**src/rtl/bin_bcd_seq_if.sv**
```systemverilog
// Start/busy/done handshake bundle for the sequential binary-to-BCD converter.
// Carries the optional blank vector when BIN_BCD_SEQ_LZB_EN is defined.
interface bin_bcd_seq_if #(
  parameter int BIN_W  = 8,
  parameter int DIGITS = 3
);
  logic                  start;
  logic [BIN_W-1:0]      bin;
  logic                  busy;
  logic                  done;
  logic [4*DIGITS-1:0]   bcd;
`ifdef BIN_BCD_SEQ_LZB_EN
  logic [DIGITS-1:0]     blank;

  modport master (output start, output bin, input busy, input done, input bcd, input blank);
  modport slave  (input start, input bin, output busy, output done, output bcd, output blank);
`else
  modport master (output start, output bin, input busy, input done, input bcd);
  modport slave  (input start, input bin, output busy, output done, output bcd);
`endif
endinterface

```
**src/rtl/bin_bcd_seq.sv**
```systemverilog
// Multi-cycle double-dabble binary-to-BCD converter, one input bit per clock.
// Optional leading-zero blanking output is enabled by defining BIN_BCD_SEQ_LZB_EN.
module bin_bcd_seq #(
  parameter int BIN_W  = 8,
  parameter int DIGITS = 3
) (
  input  logic            clk,
  input  logic            rst,
  bin_bcd_seq_if.slave    bus
);

  localparam int SCR_W = 4 * DIGITS;
  localparam int CNT_W = $clog2(BIN_W + 1);

  typedef enum logic [1:0] {
    IDLE,
    SHIFT,
    FINISH
  } state_t;

  state_t             state;
  logic [BIN_W-1:0]   binreg;
  logic [SCR_W-1:0]   scratch;
  logic [SCR_W-1:0]   adj;
  logic [CNT_W-1:0]   count;
  logic [SCR_W-1:0]   bcd_r;
  logic               busy_r;
  logic               done_r;

  // Add-3 correction on every digit before the shift; no carry between digits.
  always_comb begin
    adj = scratch;
    for (int i = 0; i < DIGITS; i++) begin
      if (scratch[4*i +: 4] >= 4'd5) begin
        adj[4*i +: 4] = scratch[4*i +: 4] + 4'd3;
      end
    end
  end

`ifdef BIN_BCD_SEQ_LZB_EN
  logic [DIGITS-1:0]  blank_r;
  logic [DIGITS-1:0]  blank_next;
  logic               zero_run;

  // Digit 0 always shows, so a zero result still displays a single "0".
  always_comb begin
    blank_next = '0;
    zero_run   = 1'b1;
    for (int i = DIGITS - 1; i >= 1; i--) begin
      zero_run      = zero_run & (scratch[4*i +: 4] == 4'd0);
      blank_next[i] = zero_run;
    end
  end

  assign bus.blank = blank_r;
`endif

  always_ff @(posedge clk) begin
    if (rst) begin
      state   <= IDLE;
      binreg  <= '0;
      scratch <= '0;
      count   <= '0;
      bcd_r   <= '0;
      busy_r  <= 1'b0;
      done_r  <= 1'b0;
`ifdef BIN_BCD_SEQ_LZB_EN
      blank_r <= '0;
`endif
    end else begin
      done_r <= 1'b0;
      case (state)
        IDLE: begin
          busy_r <= 1'b0;
          if (bus.start) begin
            binreg  <= bus.bin;
            scratch <= '0;
            count   <= CNT_W'(BIN_W);
            state   <= SHIFT;
          end
        end
        SHIFT: begin
          busy_r  <= 1'b1;
          // Bits leaving the top digit are dropped: this is the truncation case.
          scratch <= SCR_W'({adj, binreg[BIN_W-1]});
          binreg  <= binreg << 1;
          count   <= count - CNT_W'(1);
          if (count == CNT_W'(1)) begin
            state <= FINISH;
          end
        end
        FINISH: begin
          bcd_r   <= scratch;
          done_r  <= 1'b1;
          busy_r  <= 1'b0;
`ifdef BIN_BCD_SEQ_LZB_EN
          blank_r <= blank_next;
`endif
          state   <= IDLE;
        end
        default: begin
          busy_r <= 1'b0;
          state  <= IDLE;
        end
      endcase
    end
  end

  assign bus.busy = busy_r;
  assign bus.done = done_r;
  assign bus.bcd  = bcd_r;

endmodule

```
**src/flat_wrapper.sv**
```systemverilog
// flat-port wrapper written by rule: the top's interface ports become plain ports
module bin_bcd_seq_flat 
#(
  parameter int BIN_W  = 8,
  parameter int DIGITS = 3
)
  (clk, rst, bus_start, bus_bin, bus_busy, bus_done, bus_bcd);
  bin_bcd_seq_if #(.BIN_W(BIN_W), .DIGITS(DIGITS)) bus_i ();
  input  logic clk;
  input  logic rst;
  input wire logic [$bits(bus_i.start)-1:0] bus_start;
  input wire logic [$bits(bus_i.bin)-1:0] bus_bin;
  output wire logic [$bits(bus_i.busy)-1:0] bus_busy;
  output wire logic [$bits(bus_i.done)-1:0] bus_done;
  output wire logic [$bits(bus_i.bcd)-1:0] bus_bcd;
  assign bus_i.start = bus_start;
  assign bus_i.bin = bus_bin;
  assign bus_busy = bus_i.busy;
  assign bus_done = bus_i.done;
  assign bus_bcd = bus_i.bcd;
  bin_bcd_seq #(.BIN_W(BIN_W), .DIGITS(DIGITS)) u_core (.clk(clk), .rst(rst), .bus(bus_i));
endmodule
```
**config.mk**
```make
export PLATFORM = sky130hd
export DESIGN_NAME = bin_bcd_seq_flat
export DESIGN_NICKNAME = d
export VERILOG_FILES = /design/src/rtl/bin_bcd_seq_if.sv /design/src/rtl/bin_bcd_seq.sv /design/src/flat_wrapper.sv
export SDC_FILE = /design/constraint.sdc
export NUM_CORES = 1
export LEC_CHECK = 0
export BUFFER_PORTS_ARGS = -buffer_cell sky130_fd_sc_hd__buf_4
export CAP_MARGIN = 30
export CORE_UTILIZATION = 51
export DETAILED_ROUTE_END_ITERATION = 10
export GPL_ROUTABILITY_DRIVEN = 0
export GPL_TIMING_DRIVEN = 1
export PLACE_DENSITY = 0.75
export REMOVE_ABC_BUFFERS = 1
export SLEW_MARGIN = 20
export SYNTH_ARGS = -nofsm -noshare
export SYNTH_HDL_FRONTEND = slang
export SYNTH_SLANG_ARGS = --single-unit
```
**constraint.sdc**
```tcl
create_clock -name clk -period 1.4 [get_ports clk]
set_input_delay 0.21 -clock clk [delete_from_list [all_inputs] [get_ports clk]]
set_output_delay 0.21 -clock clk [all_outputs]
set_load 0.01 [all_outputs]
```
======== Yosys cells after proc, flatten, opt, wreduce, memory -nomap -nowiden ========
Cells that the tools add are included.
cells by class
  add/subtract/negate cells ............... 4
  multipliers ............................. 0
  divide/modulo/power cells ............... 0
  order comparisons ....................... 3
  equality and inequality tests ........... 5
  shifts and indexed selects .............. 0
  multiplexer cells ....................... 14
  bitwise gates (word level) .............. 0
  reductions and logical operators ........ 4
operators by type and width
  kind                                                               number
  one-hot mux 12 bit (2 select lines)                                1
  one-hot mux 8 bit (2 select lines)                                 1
  greater-or-equal comparator 4 x 3 -> 1 bit, second input constant  3
  2-to-1 mux 12 bit                                                  1
  2-to-1 mux 4 bit                                                   3
  adder 4 x 2 -> 4 bit, second input constant                        2
  2-to-1 mux 8 bit                                                   1
  one-hot mux 4 bit (2 select lines)                                 1
  equality test 4 x 1 -> 1 bit, second input constant                1
  2-to-1 mux 2 bit                                                   2
  one-hot mux 2 bit (2 select lines)                                 1
  AND reduction 2 bit                                                2
  subtractor 4 x 1 -> 4 bit, second input constant                   1
  adder 3 x 2 -> 3 bit, second input constant                        1
  2-to-1 mux 3 bit                                                   1
  equality test 2 x 1 -> 1 bit, second input constant                1
  equality test 2 bit, second input constant                         1
  logical NOT 2 bit                                                  1
  2-to-1 mux 1 bit                                                   2
  != test 2 x 1 -> 1 bit, second input constant                      1
  != test 2 bit, second input constant                               1
  nonzero test 2 bit                                                 1
word-level totals
  register bits after elaboration ......... 40
  bits in latches ......................... 0
  memory bits (writable) .................. 0
  memory bits (read-only) ................. 0
  bits of input ports ..................... 11
  output and inout port bits .............. 14
  word-level logic and storage cells ...... 37
  memories ................................ 0

======== Longest topological paths before layout ========
Gate-level depths: netlist of the first run.
  word-level depth ........................ 3
  mapped depth ............................ 6
  mapped depth without buffers ............ 6

======== Worst setup path before layout of the first run ========
OpenSTA, ideal clock, no wires.
  path type ............................... reg2reg
  start point ............................. register u_core.scratch[1]
  end point ............................... register u_core.scratch[2]
  setup time .............................. 117 ps
  arrival time ............................ 1233 ps
  required time ........................... 1283 ps
  setup slack ............................. 50 ps
  stages on the path, launching flop included .. 7
  path buffers ............................ 0
  period minus slack after synthesis ...... 1350 ps
  path through ............................ dfxtp_1 > inv_1 > ha_1 > nand2b_1 > a21oi_1 > mux2i_1 > a22o_1
between the ends
  longest elaborated chain between the ends .. 3
  elaborated cells on any way between the ends .. 4
  classes of those cells .................. 1 x add/sub; 1 x order compare; 2 x mux
ends and longest elaborated chain
  element                                                                             line                                  source
  start: declaration                                                                  bin_bcd_seq.sv:23                     logic [SCR_W-1:0] scratch;
  start signal: assignment                                                            bin_bcd_seq.sv:85                     scratch <= SCR_W'({adj, binreg[BIN_W-1]});
  adder 4 x 2 -> 4 bit or greater-or-equal comparator 4 x 3 -> 1 bit (tied branches)  bin_bcd_seq.sv:35, bin_bcd_seq.sv:34
  2-to-1 mux 4 bit *                                                                  bin_bcd_seq.sv:34                     if (scratch[4*i +: 4] >= 4'd5) begin
  one-hot mux 12 bit (2 select lines) *                                               bin_bcd_seq.sv:72                     case (state)
Every way passes the cells marked *; elsewhere a longest branch is shown, timed or not.
A chain may end at the register's enable or synchronous reset.

======== Worst setup path in the final report of the first run ========
  start point ............................. register u_core.scratch[9]
  end point ............................... register u_core.scratch[10]
between the ends
  longest elaborated chain between the ends .. 3
  elaborated cells on any way between the ends .. 4
  classes of those cells .................. 1 x add/sub; 1 x order compare; 2 x mux
ends and longest elaborated chain
  element                                                                             line
  greater-or-equal comparator 4 x 3 -> 1 bit or adder 3 x 2 -> 3 bit (tied branches)  bin_bcd_seq.sv:34, bin_bcd_seq.sv:35
  2-to-1 mux 3 bit *                                                                  bin_bcd_seq.sv:34
  one-hot mux 12 bit (2 select lines) *                                               bin_bcd_seq.sv:72
Marked as above.

==> flow_summary.toml, run 1 <==
[detailed_routing]
num_vias = 1540
dr.first_iter.drc_count = 88
wl_mm = 3.65
first_pass_iters = 4
wl_per_cell_um = 12.3
drc_errors = 0
final_antenna_net_count = 0
vias_per_cell = 5.20

[final_layout]
diodes = 0
syn_to_final_growth_pct = 20.8
final_util = 0.658
nets = 268
drive_gt1_frac = 0.264

[floorplanning]
fp.dieArea_um2 = 3920
fp-row-count = 21
fp.dieW_um = 62.6
fp.dieH_um = 62.6
io_pins = 25
start_util = 0.545
core_region_area_um2 = 3440

[global_routing]
grt_use_total = 0.202
grt_pass1_wl_mm = 6.35
grt-ovfl-total = 0
grt_pass1_vias = 1426
antenna_found_initial = 0
grt_max_degree = 33

[yosys]
synth_top_area_frac = 0.427
yosys_warnings = 0
synth_edf_count = 0
yosysUniqueCellTypes = 34
synth_sequential_area_ratio = 0.427
synth-seq-cells = 40
yosysTopAreaCell = "dfxtp_1"
netlist_instances = 218
synthTopCellsByArea = "dfxtp_1 43%, a21oi_1 8.8%, nor2_1 5.8%"
async_flop_share = 0
synth_area_um2 = 1880
synth.avg_cell_area_um2 = 8.60
ys.flop_type = "dfxtp_1"

[cts]
cts_inserted_buffers = 5
clock_latency_ps = 290
clockRootBuffer = "clkbuf_8"
htreeDepth = 2
post_cts_buffers = 0
cts_buffer_depth = 2
cts_sinks = 40
path_clk_slew_ps = 80
postCtsHoldBufs = 0
tritoncts = "yes"

[sta]
worst_pin_slew_ps = 433
hold_viol = 0
finClkSkew_ps = 7.54
final.period_utilization = 0.981
whs_ps = 326
tns_ps = 0
max_freq_ghz = 0.728
rsz0062_at_grt = "yes"
slew_violations = 0
setup_viol = 0
slew_headroom = 0.712
fin_crit_ps = 1370
setup_ws_ps = 26.7

[hold_path]
hp-class = "in2reg"

[outcome]
run_status = "finished, final reports clean"

[setup_path]
cp.arrival_ps = 1610
cp.required_ps = 1630
worstSetupPathType = "reg2reg"
worstSetupEndpointType = "register"
start_kind = "register"
path_max_fanout = 3

[power_and_ir_drop]
vdd_drop_max_mv = 0.749
powerDensity_nw_per_um2 = 1010
leakagePower_uw = 0.000939

[placement]
dpl.hpwl_mm = 2.36
port_buffers = 24
post-place-ws_ps = -17.9

[run]
cap_violations = 0
## cell usage after synthesis (2+ instances only)
cell type  number
xor2_1          2
nor2b_1         3
nand2b_1        6
clkbuf_1        2
nand3_1         3
a22oi_1         2
nor2_1         29
buf_2           7
xnor2_1         3
nor3_1          4
o21ai_1         3
dfxtp_1        40
o21ai_0         3
inv_1          13
a2111oi_2       3
ha_1            8
nand3b_1        2
o221a_2         4
buf_4           2
a22o_1          8
a21oi_1        33
mux2i_1         3
nand2_1        24
## layout make-up
type	count	area, µm²
fillers	301	1180
multi-input cells	152	965
flip-flops and latches	40	807
repair buffers	37	290
clock buffers	6	82.6
well taps	46	57.6
inverters	13	48.8
clock inverters	2	15.0
## metrics by stage
step                      power, µW  cells  area [µm²]
after global routing           2380    296        2270
after CTS                      2300    296        2260
after floorplan                1390    205        1800
after detailed placement       1500    288        2150
after global placement         1500    288        2150
final                          2280    296        2270
## layer usage
| metal | global-route usage | vias up | share of wire | wire length (µm) |
|---|---|---|---|---|
| li1 | - | 799 | - | - |
| met1 | 0.265 | 705 | 0.50 | 1840 |
| met2 | 0.321 | 31 | 0.45 | 1650 |
| met3 | 0.0474 | 5 | 0.035 | 127 |
| met4 | 0.0785 | 0 | 0.010 | 37 |
| met5 | 0 | - | 0 | 0 |
## placed cells by master (no fill, tap or decap), types with 2 or more instances in the layout
| cell | synthesis | layout |
|---|---|---|
| buf_4 | 2 | 36 |
| dfxtp_1 | 40 | 35 |
| a21oi_1 | 33 | 30 |
| nor2_1 | 29 | 29 |
| nand2_1 | 24 | 24 |
| inv_1 | 13 | 12 |
| a22o_1 | 8 | 8 |
| ha_1 | 8 | 8 |
| nand2b_1 | 6 | 6 |
| clkbuf_8 | 0 | 6 |
| dfxtp_2 | 0 | 5 |
| nor3_1 | 4 | 4 |
| o221a_2 | 4 | 4 |
| o21ai_0 | 3 | 3 |
| o21ai_1 | 3 | 3 |
| nand3_1 | 3 | 3 |
| a21oi_2 | 0 | 3 |
| xnor2_1 | 3 | 3 |
| mux2i_1 | 3 | 3 |
| nor2b_1 | 3 | 3 |
| a2111oi_2 | 3 | 3 |
| nand3b_1 | 2 | 2 |
| xor2_1 | 2 | 2 |
| a22oi_1 | 2 | 2 |
| clkinvlp_4 | 0 | 2 |
## final timing paths
| kind | startpoint | end | slack [ps] | cells after the start |
|---|---|---|---|---|
| max | u_core.scratch[9]$_SDFFE_PP0P_ | u_core.scratch[10]$_SDFFE_PP0P_ | 30 | 6 |
| min | rst | u_core.count[2]$_SDFFE_PP0P_ | 330 | 2 |
| max reg2reg | u_core.scratch[9]$_SDFFE_PP0P_ | u_core.scratch[10]$_SDFFE_PP0P_ | 30 | 6 |
| min reg2reg | u_core.bus.bcd[4]$_SDFFE_PP0P_ | u_core.bus.bcd[4]$_SDFFE_PP0P_ | 460 | 2 |
## registers in the layout, summed over array words and instances (netlist names)
signal / flops
u_core.state: 2
u_core.scratch: 12
u_core.bus.done: 1
u_core.bus.busy: 1
u_core.binreg: 8
u_core.bus.bcd: 12
u_core.count: 4
## cell families (layout without fill, tap and decap cells)
kind of cell             after synthesis  in the layout  share of synthesized area
AO/OA/AOI/OAI                         59             59                      0.217
XOR/XNOR                               5              5                     0.0234
adder cells (fa/ha/maj)                8              8                     0.0534
buffers and inverters                 26             58                     0.0647
flip-flops                            40             40                      0.427
multiplexers                           4              4                     0.0220
AND/OR/NAND/NOR                       76             76                      0.193
## critical path, stage by stage (launching register included)
cell and delay [ps]:
dfxtp_2 350, inv_2 50, ha_1 170, nand2b_1 150, a21oi_2 190, mux2i_1 250
a22o_1 160
## report_power, final
group / internal [µW] / switching, µW / total [µW]
clock: 399 / 403 / 802
combinational: 129 / 144 / 273
sequential: 1180 / 32.5 / 1210
## what timing repair did
| item | CTS | global route |
|---|---|---|
| pin swaps | 1 | 4 |
| resized for setup | 3 | 6 |
| cloned | 0 | 0 |
| endpoints found under the setup margin | 4 | 10 |
Note: power is estimated with default switching activity, not from simulation.
==> run 2, diff against run 1 <==
- REMOVE_ABC_BUFFERS: 1 -> default
==> flow_summary.toml, run 2 (synthesis results as in run 1) <==
[outcome]
run_status = "finished, final reports clean"

[run]
cap_violations = 0

[power_and_ir_drop]
powerDensity_nw_per_um2 = 1060
vdd_drop_max_mv = 0.671
design_power_total_uw = 2450
leakagePower_uw = 0.000961

[cts]
cts_sinks = 40
clockRootBuffer = "clkbuf_8"
cts_buffer_depth = 2
clock_latency_ps = 300
htreeDepth = 2
tritoncts = "yes"
cts_inserted_buffers = 5
path_clk_slew_ps = 90

[global_routing]
grt_use_total = 0.219
antenna_found_initial = 0
grt_pass1_wl_mm = 6.72
grt-ovfl-total = 0
grt_pass1_vias = 1522
grt_max_degree = 33

[floorplanning]
fp.dieW_um = 62.6
fp-row-count = 21
core_region_area_um2 = 3440
start_util = 0.545
io_pins = 25
fp.dieArea_um2 = 3920
fp.dieH_um = 62.6

[detailed_routing]
wl_per_cell_um = 12.6
first_pass_iters = 5
wl_mm = 3.75
drc_errors = 0
final_antenna_net_count = 0
num_vias = 1583
vias_per_cell = 5.31
dr.first_iter.drc_count = 135

[sta]
slew_headroom = 0.730
hold_viol = 0
max_freq_ghz = 0.754
final.period_utilization = 0.947
finClkSkew_ps = 9.19
tns_ps = 0
slew_violations = 0
rsz0062_at_grt = "yes"
setup_viol = 0
worst_pin_slew_ps = 403
fin_crit_ps = 1330

[placement]
port_buffers = 24
dp_cells = 290
dpl.hpwl_mm = 2.56

[setup_path]
cp.required_ps = 1650
worst_path_max_delay_cell = "dfxtp_2"
worstPathCellList = "inv_1 > ha_1 > nand2b_1 > a21oi_2 > mux2i_1 > a22o_1"
path_delay_family = "compound AO/OA/AOI/OAI gates"
path_buf_inv = 1
cp.arrival_ps = 1580
critPathMaxStageDelay_ps = 330
worstSetupPathType = "reg2reg"
start_kind = "register"
worstSetupEndpointType = "register"
path_max_fanout = 3

[final_layout]
fillers = 304
drive_gt1_frac = 0.266
final_cells = 298
diodes = 0
layout_common_cells = "38 x buf_4, 37 x dfxtp_1, 30 x a21oi_1"
nets = 270
syn_to_final_growth_pct = 22.9
final_util = 0.670
layout_commonest_cell = "buf_4"

[hold_path]
hp-class = "in2reg"

[yosys]
synth.net_count = 237
## run 2: final cells by class
type                    count  area, µm²  area share
well taps                  46       57.6      0.0250
repair buffers             39        305       0.132
clock inverters             3       46.3      0.0201
flip-flops and latches     40        805       0.349
inverters                  13       48.8      0.0212
clock buffers               5       68.8      0.0298
multi-input cells         152        975       0.423
## run 2: worst reg2reg max path, delay by kind of cell, from the launching register on
family | cells | cell delay, ps
AO/OA/AOI/OAI | 2 | 340
adder cells (fa/ha/maj) | 1 | 170
buffers and inverters | 1 | 60
flip-flops | 1 | 330
multiplexers | 1 | 210
AND/OR/NAND/NOR | 1 | 160
## run 2: path summary, 6_finish.rpt
kind                                          to  cells past startpoint                      startpoint  slack [ps]
setup / recovery  u_core.scratch[6]$_SDFFE_PP0P_                      6  u_core.scratch[5]$_SDFFE_PP0P_          70
hold / removal      u_core.count[1]$_SDFFE_PP0P_                      2                             rst         320
setup reg to reg  u_core.scratch[6]$_SDFFE_PP0P_                      6  u_core.scratch[5]$_SDFFE_PP0P_          70
hold reg to reg   u_core.bus.bcd[6]$_SDFFE_PP0P_                      2  u_core.bus.bcd[6]$_SDFFE_PP0P_         460
## run 2: power breakdown
part           leakage (µW)  switching (µW)  internal [µW]
logic              0.000579             141            130
registers          0.000327            34.5           1180
clock network     0.0000548             426            537
total              0.000961             602           1840
## run 2: through the flow
step           hold WS [ps]  setup slack [ps]  area [µm²]
6_report                317              74.4        2310
2_1_floorplan           443              50.0        1880
3_3_place_gp            444              43.4        2170
4_1_cts                 320              56.3        2290
5_1_grt                 330             -29.6        2310
3_5_place_dp            448             -5.32        2170
## run 2: what timing repair did
item,in CTS,in global routing
buffers inserted,0,0
hold buffers,0,0
pin swaps,0,4
resized for setup,3,5
cloned,0,0
endpoints found under the setup margin,4,12
## run 2: per-layer routing
layer,up-vias,track usage,part of all wire
li1,808,-,-
met1,736,0.275,0.49
met2,29,0.352,0.46
met3,10,0.0493,0.029
met4,0,0.110,0.027
met5,-,0,0
